## src/rtl/phase_sequencer_pkg.sv

```systemverilog
// Shared timing definitions for the phase sequencer and the control unit that decodes its phases.
package phase_sequencer_pkg;

    typedef enum logic [1:0] {
        SEQ_IDLE = 2'd0,
        SEQ_RUN  = 2'd1,
        SEQ_HALT = 2'd2
    } seq_state_t;

    localparam int DEF_NPHASE = 4;
    localparam int DEF_IR_PH  = 1;
    localparam int DEF_CNT_W  = 16;

    function automatic int ph_width(input int n);
        return (n > 1) ? $clog2(n) : 1;
    endfunction

endpackage

```

## src/rtl/phase_sequencer_onehot_to_bin.sv

```systemverilog
// One-hot to binary index encoder; an all-zero input yields index 0.
module onehot_to_bin #(
    parameter int N = 4,
    parameter int W = 2
) (
    input  logic [N-1:0] i_onehot,
    output logic [W-1:0] o_idx
);

    always_comb begin
        o_idx = '0;
        for (int i = 0; i < N; i++) begin
            if (i_onehot[i]) o_idx |= W'(i);
        end
    end

endmodule

```

## src/rtl/phase_sequencer.sv

```systemverilog
// CPU machine-cycle timing generator: one-hot phase ring with fetch/PC strobes,
// stall, early cycle end, halt/resume and a retired-cycle counter.
//
// state    | meaning
// SEQ_IDLE | after reset; pc_en primes the first fetch address
// SEQ_RUN  | phase ring active, r_phase exactly one-hot
// SEQ_HALT | parked at a cycle boundary until halt_req drops
module phase_sequencer
    import phase_sequencer_pkg::*;
#(
    parameter  int NPHASE = DEF_NPHASE,
    parameter  int IR_PH  = DEF_IR_PH,
    parameter  int CNT_W  = DEF_CNT_W,
    localparam int PH_W   = ph_width(NPHASE)
) (
    input  logic              i_clk,
    input  logic              i_rst_n,
    input  logic              i_stall,
    input  logic              i_early_end,
    input  logic              i_halt_req,
    output logic [NPHASE-1:0] o_phase,
    output logic [PH_W-1:0]   o_phase_idx,
    output logic              o_ir_en,
    output logic              o_pc_en,
    output logic              o_cyc_end,
    output logic              o_halted,
    output logic [CNT_W-1:0]  o_cycle_cnt
);

    localparam logic [NPHASE-1:0] PH_FIRST = NPHASE'(1);
    localparam logic [PH_W-1:0]   IR_IDX   = PH_W'(IR_PH);

    seq_state_t        r_state, w_state_nxt;
    logic [NPHASE-1:0] r_phase, w_phase_nxt;
    logic [CNT_W-1:0]  r_cnt, w_cnt_nxt;
    logic [PH_W-1:0]   w_idx;
    logic              w_boundary;

    onehot_to_bin #(.N(NPHASE), .W(PH_W)) u_enc (
        .i_onehot (r_phase),
        .o_idx    (w_idx)
    );

    // r_phase is zero outside RUN, so the boundary term is inert in IDLE/HALT.
    assign w_boundary = r_phase[NPHASE-1] | (i_early_end & (w_idx > IR_IDX));

    always_ff @(posedge i_clk or negedge i_rst_n) begin
        if (!i_rst_n) begin
            r_state <= SEQ_IDLE;
            r_phase <= '0;
            r_cnt   <= '0;
        end else begin
            r_state <= w_state_nxt;
            r_phase <= w_phase_nxt;
            r_cnt   <= w_cnt_nxt;
        end
    end

    always_comb begin
        w_state_nxt = r_state;
        w_phase_nxt = r_phase;
        w_cnt_nxt   = r_cnt;
        case (r_state)
            SEQ_IDLE: begin
                w_state_nxt = SEQ_RUN;
                w_phase_nxt = PH_FIRST;
            end
            SEQ_RUN: begin
                if (!i_stall) begin
                    if (w_boundary) begin
                        w_cnt_nxt = r_cnt + CNT_W'(1);
                        if (i_halt_req) begin
                            w_state_nxt = SEQ_HALT;
                            w_phase_nxt = '0;
                        end else begin
                            w_phase_nxt = PH_FIRST;
                        end
                    end else begin
                        w_phase_nxt = {r_phase[NPHASE-2:0], 1'b0};
                    end
                end
            end
            SEQ_HALT: begin
                if (!i_halt_req) begin
                    w_state_nxt = SEQ_RUN;
                    w_phase_nxt = PH_FIRST;
                end
            end
            default: begin
                w_state_nxt = SEQ_IDLE;
                w_phase_nxt = '0;
            end
        endcase
    end

    always_comb begin
        o_ir_en   = 1'b0;
        o_pc_en   = 1'b0;
        o_cyc_end = 1'b0;
        o_halted  = 1'b0;
        case (r_state)
            SEQ_IDLE: o_pc_en = 1'b1;
            SEQ_RUN: begin
                if (!i_stall) begin
                    o_ir_en   = r_phase[IR_PH];
                    o_pc_en   = w_boundary;
                    o_cyc_end = w_boundary;
                end
            end
            SEQ_HALT: o_halted = 1'b1;
            default: ;
        endcase
    end

    assign o_phase     = r_phase;
    assign o_phase_idx = w_idx;
    assign o_cycle_cnt = r_cnt;

    a_run_onehot: assert property (@(posedge i_clk) disable iff (!i_rst_n)
        (r_state == SEQ_RUN) |-> $onehot(r_phase));

endmodule
```

## config.mk

```make
export PLATFORM = sky130hd
export DESIGN_NAME = phase_sequencer
export DESIGN_NICKNAME = d
export VERILOG_FILES = /design/src/rtl/phase_sequencer_pkg.sv /design/src/rtl/phase_sequencer_onehot_to_bin.sv /design/src/rtl/phase_sequencer.sv
export SDC_FILE = /design/constraint.sdc
export NUM_CORES = 1
export LEC_CHECK = 0
export ABC_CLOCK_PERIOD_IN_PS = 1580
export CORE_ASPECT_RATIO = 0.8
export CORE_MARGIN = 1.5
export CORE_UTILIZATION = 46
export CTS_CLUSTER_DIAMETER = 60
export DETAILED_ROUTE_END_ITERATION = 7
export MAX_ROUTING_LAYER = met4
export PLACE_DENSITY = 0.78
export SYNTH_ARGS = -nofsm -noshare
export SYNTH_HDL_FRONTEND = slang
export SYNTH_SLANG_ARGS = --single-unit
```

## constraint.sdc

```tcl
create_clock -name i_clk -period 1.58 [get_ports i_clk]
set_input_delay 0.237 -clock i_clk [delete_from_list [all_inputs] [get_ports i_clk]]
set_output_delay 0.237 -clock i_clk [all_outputs]
set_load 0.02 [all_outputs]
```

==> results of run 1 <==
## registers in the layout (all words and copies together) (netlist names)
| signal | count |
|---|---|
| o_cycle_cnt | 16 |
| o_phase | 4 |
| r_state | 2 |
## layout make-up
cell class                 instances  area, sq um
sequential                        22        550.5
tap                               25        31.28
timing repair buffer              49        432.9
fill                             165        556.8
multi-input combinational         68        545.5
clock buffer                       3        22.52
clock inverter                     1        30.03
inverter                           2        7.507
## worst max-delay path: cells and delay by family (launching register included)
kind,cells,cell delay (ps)
and+or+nand+nor,2,550
DFF,1,400
buffers and inverters,1,120
## path summary, 6_finish.rpt
| check | startpoint | end | slack (ps) | depth (start not counted) |
|---|---|---|---|---|
| setup / recovery | r_state[0] | o_cyc_end | -50 | 3 |
| hold reg to reg | o_cycle_cnt[15] | o_cycle_cnt[15] | 490 | 1 |
| setup reg to reg | r_state[0] | o_cycle_cnt[14] | -30 | 6 |
| hold / removal | i_rst_n | o_cycle_cnt[10] | 240 | 2 |
| max in group asynchronous | i_rst_n | o_phase[0] | 1100 | 2 |
| min in group i_clk | o_cycle_cnt[15] | o_cycle_cnt[15] | 490 | 1 |
## metal layers
layer / vias up / share of wire / GRT usage
met4: 0 / 0.017 / 0.1000
li1: 431 / - / -
met3: 4 / 0.053 / 0.06534
met5: - / 0 / -
met2: 30 / 0.50 / 0.3953
met1: 451 / 0.43 / 0.2675
## report_power, final
part	leakage, uW	switching, uW	total (uW)	internal, uW
sequential	0.000296	110	763	654
combinational	0.000514	548	1110	557
clock	0.0000279	183	441	257
total	0.000838	841	2310	1470
## placed cells by master (no fill, tap or decap), drive strengths merged
cell           netlist  layout
nor3b                1       1
dfrtp               22      22
and2                 1       1
clkdlybuf4s50        0       3
nor2b                1       1
or2                  4       4
o21a                 2       2
and4b                1       1
nor4                 2       2
nand3b               2       2
o31ai                1       1
nor3                 2       2
xnor2               11      11
dlymetal6s2s         0       1
nand3                2       2
buf                  2      24
xor2                 4       4
and3                 2       2
dlygate4sd2          0      20
a21oi                4       4
ha                   1       1
nand2                9       9
nand4                6       6
inv                  2       2
a22o                 3       3
bufinv               0       1
mux2                 1       1
o21ai                3       3
nor2                 4       4
clkbuf               0       4
or3b                 1       1
## cells by family (layout without fill, tap and decap cells)
logic type | Yosys count | after routing | share of synthesized area
AOI/OAI and AO/OA | 13 | 13 | 0.08245
and+or+nand+nor | 38 | 38 | 0.2367
muxes | 1 | 1 | 0.01060
adders and majority gates | 1 | 1 | 0.01178
xor gates and xnor gates | 15 | 15 | 0.1237
DFF | 22 | 22 | 0.5183
buffers and inverters | 4 | 55 | 0.01649
## through the flow
step	instance area [sq um]	utilization
global placement	1508	0.6925
floorplan	1066	-
finish	1620	0.7443
CTS	1570	0.7213
detailed placement	1508	0.6925
global route	1620	0.7443
## what timing repair did
item                       CTS  global route
setup endpoints to repair   33            16
buffers inserted             2             2
resized for setup           53            15
pin swaps                    9             8
==> out/qor.yml, run 1 <==
synthesis:
  syn-num-nets: 100
  syn_area_sq_um: 1062
  async_flop_share: 1.000
  synth_cells: 94
  yosys.area.top_type_share: 0.5183
  synth-seq-area-share: 0.5183
  synth_edf_count: 0
  ys.flop_type: "dfrtp_1"
  yosys-top-cells-count: "dfrtp_1, xnor2_1, nand2_1"
  synth_top_area_cell: "dfrtp_1"
  yosys.cell_types.count: 31
  yosys_warnings: 0
  syn_avg_cell_area_sq_um: 11.30
  synth-seq-cells: 22
  ys_top_cells_by_area: "dfrtp_1, xnor2_1, nand4_1"
  synth.most_common_cell: "dfrtp_1"
routing:
  first_pass_iters: 4
  via_per_inst: 5.388
  routedWlPerCell_um: 16.29
  drc: 0
  drtIter0Drc: 11
  antenna_left: 0
  wirelength_um: 2770
  routed-via-count: 916
critical_path:
  crit_chain: "or3b_4, nor2_4, buf_6"
  crit_path_max_incr_delay_ps: 420
  crit_type: "reg2out"
  cp-end-kind: "output pin"
  crit_fanout: 3
  crit_required_ps: 1340
  cp-start-kind: "flip-flop"
  critPathSlowestCell: "or3b_4"
  worst-endpoint-arrival_ps: 1390
floorplanning:
  num_rows: 15
  start_util: 0.4879
  core_sq_um: 2177
  die_y_um: 45.98
  dieArea_sq_um: 2608
  dieWidth_um: 56.73
  io_pins: 31
cells_and_area:
  final_nets: 152
  antenna_cells: 0
  instances_no_fill: 170
  area_growth_syn_to_layout_pct: 52.53
  drive_above_1_share: 0.3172
status:
  violations: "setup timing"
  outcome: "finished with violations"
clock_tree:
  cts_buffers: 3
  cts.sinks: 22
  clk_pin_slew_ps: 130
  htree_levels: 1
  cts_buffer_depth: 2
  clock_latency_ps: 330
  cts_tree: "built"
  root_buffer: "clkbuf_4"
  cts-hold-fix-buffers: 0
place:
  dp.cells: 163
  dp_hpwl_um: 1913
  place_ws_ps: -495.7
  port_buffers: 30
  gp_congestion: 0.7397
min_path:
  hold_class: "in2async"
sta:
  hold_viol: 0
  fmax_ghz: 0.6154
  min_period_over_period: 1.029
  fin_crit_ps: 1625
  timing.hold.ws_ps: 242.3
  relSlewSlack: 0.7281
  worst_pin_slew_ps: 403.6
  slew_violations: 0
  rsz0062_at_grt: "yes"
  setup_viol: 3
  fin_skew_ps: 12.54
  fin_setup_tns_ps: -95.27
  fin_ws_ps: -45.09
grt:
  grt_max_degree: 23
  grt_use_total: 0.2343
  grt_overflow: 0
  grt_pass1_wl_um: 4215
  grt_pass1_vias: 903
  antenna_found_initial: 0
pwr:
  power.total_uw: 2309
  power_density_nw_per_um2: 1425
  irDropWorstVdd_mv: 1.207
  power_leakage_uw: 0.0008384
run:
  max_cap_violations: 0
Power figures use the tool's default switching activity.
==> run 2, diff against run 1 <==
--- a/config.mk
+++ b/config.mk
@@ -6,9 +6,11 @@
 export NUM_CORES = 1
 export LEC_CHECK = 0
 export ABC_CLOCK_PERIOD_IN_PS = 1580
+export CELL_PAD_IN_SITES_DETAIL_PLACEMENT = 1
+export CELL_PAD_IN_SITES_GLOBAL_PLACEMENT = 2
 export CORE_ASPECT_RATIO = 0.8
 export CORE_MARGIN = 1.5
-export CORE_UTILIZATION = 46
+export CORE_UTILIZATION = 29
 export CTS_CLUSTER_DIAMETER = 60
 export DETAILED_ROUTE_END_ITERATION = 7
 export MAX_ROUTING_LAYER = met4
==> run 2 against run 1 <==
The flow still finishes with violations (setup timing). Critical path depth rose by 3. Sequential power decreased by 0.8%. Cell count up 13%. Critical endpoint is now o_cycle_cnt[14].
==> out/qor.yml, run 2 (same netlist as run 1, synthesis figures left out) <==
sta:
  setup_viol: 5
  rsz0062_at_grt: "yes"
  worst_pin_slew_ps: 335.9
  min_period_over_period: 1.027
  relSlewSlack: 0.7737
  hold_viol: 0
  fin_ws_ps: -42.32
  fin_crit_ps: 1622
  fin_skew_ps: 10.82
  slew_violations: 0
  fmax_ghz: 0.6164
floorplanning:
  start_util: 0.3061
  core_sq_um: 3471
  num_rows: 19
  die_y_um: 57.14
  dieWidth_um: 70.67
  dieArea_sq_um: 4037
  io_pins: 31
clock_tree:
  cts.sinks: 22
  clock_latency_ps: 270
  clk_pin_slew_ps: 90
  cts_buffer_depth: 2
  cts_tree: "built"
  htree_levels: 1
  cts_buffers: 3
  root_buffer: "clkbuf_8"
routing:
  wirelength_um: 2803
  drtIter0Drc: 28
  antenna_left: 0
  routedWlPerCell_um: 14.60
  routed-via-count: 916
  first_pass_iters: 3
  drc: 0
  via_per_inst: 4.771
critical_path:
  critPathSlowestCell: "dfrtp_1"
  worst-endpoint-arrival_ps: 1830
  crit_required_ps: 1780
  crit_path_max_incr_delay_ps: 410
  cp-end-kind: "flip-flop"
  crit_type: "reg2reg"
  crit_fanout: 4
  cp-startpoint: "r_state[1]"
  crit_chain: "buf_6, nor3b_4, buf_4, nand3b_1, nor4_2, xor2_1"
  cp-start-kind: "flip-flop"
  r2r_start: "r_state[1]"
cells_and_area:
  drive_above_1_share: 0.3333
  area_growth_syn_to_layout_pct: 59.13
  final_nets: 157
  instances_no_fill: 192
  antenna_cells: 0
  utilization: 0.4870
  final_cell_mix: "dfrtp_1, buf_4, xnor2_1"
  largest_reg_flops: 16
pwr:
  irDropWorstVdd_mv: 0.8562
  power_density_nw_per_um2: 1392
  power_leakage_uw: 0.0008952
grt:
  antenna_found_initial: 0
  grt_pass1_vias: 1001
  grt_max_degree: 23
  grt_use_total: 0.1555
  grt_overflow: 0
  grt_pass1_wl_um: 4747
place:
  dp_hpwl_um: 2066
  port_buffers: 30
  gp_congestion: 0.7037
  dp.cells: 184
run:
  max_cap_violations: 0
min_path:
  hold_class: "in2async"
status:
  violations: "setup timing"
  outcome: "finished with violations"
## run 2: changes by cell type in the layout (fill, tap and decap cells not counted), moves of 5 or more
cell             previous run  this run
dlymetal6s2s_1              1         6
buf_4                      16        22
clkdlybuf4s50_1             3         9
dlygate4sd2_1              20         9
## run 2: final cells by class
cell class / instances / area, sq um
Multi-Input combinational cell: 68 / 528.0
Clock inverter: 1 / 30.03
Fill cell: 378 / 1780
Inverter: 2 / 7.507
Sequential cell: 22 / 550.5
Tap cell: 42 / 52.55
Timing Repair Buffer: 54 / 480.5
Clock buffer: 3 / 41.29
## run 2: worst paths after layout
check | to | slack, ps | cells after the start
max | o_cycle_cnt[14] | -40 | 6
min | o_cycle_cnt[8] | 320 | 2
max reg2reg | o_cycle_cnt[14] | -40 | 6
min reg2reg | o_cycle_cnt[15] | 500 | 1
max in group asynchronous | o_cycle_cnt[2] | 1010 | 2
min in group i_clk | o_cycle_cnt[15] | 500 | 1
## run 2: what timing repair did
action                                 4_1_cts  5_1_grt
endpoints found under the hold margin        0        0
setup buffers                                1        3
hold buffers                                 0        0
gates resized for setup                     40       14
pin swaps                                    3       10
setup endpoints to repair                   23       18
## run 2: per-stage QoR
stage / TNS [ps] / area, sq um / setup WS [ps] / hold slack (ps) / power (uW)
finish: -96.08 / 1690 / -42.32 / 324.9 / 2353
detailed placement: -5536 / 1559 / -498.0 / 489.2 / 1828
CTS: -135.2 / 1635 / -54.72 / 338.9 / 2344
global route: -678.2 / 1690 / -113.1 / 363.0 / 2485
global placement: -5264 / 1559 / -459.4 / 461.2 / 1800
floorplan: 0 / 1066 / 89.51 / -58.59 / 1271
## run 2: worst max-delay path, delay by kind of cell, from the launching register on
family        cells  cell delay [ps]
simple gates      3              730
buf+inv           2              260
flops             1              410
xor+xnor          1              160
## run 2: report_power, final
part | switching [uW] | internal, uW
registers | 102 | 654
logic | 538 | 522
clock network | 197 | 339
## run 2: layer usage
| layer | global-route usage | wire, um | up-vias |
|---|---|---|---|
| li1 | - | - | 439 |
| met2 | 0.2574 | 1359 | 25 |
| met5 | - | 0 | - |
| met3 | 0.04240 | 140 | 5 |
| met4 | 0.04582 | 31 | 0 |
| met1 | 0.1881 | 1272 | 447 |
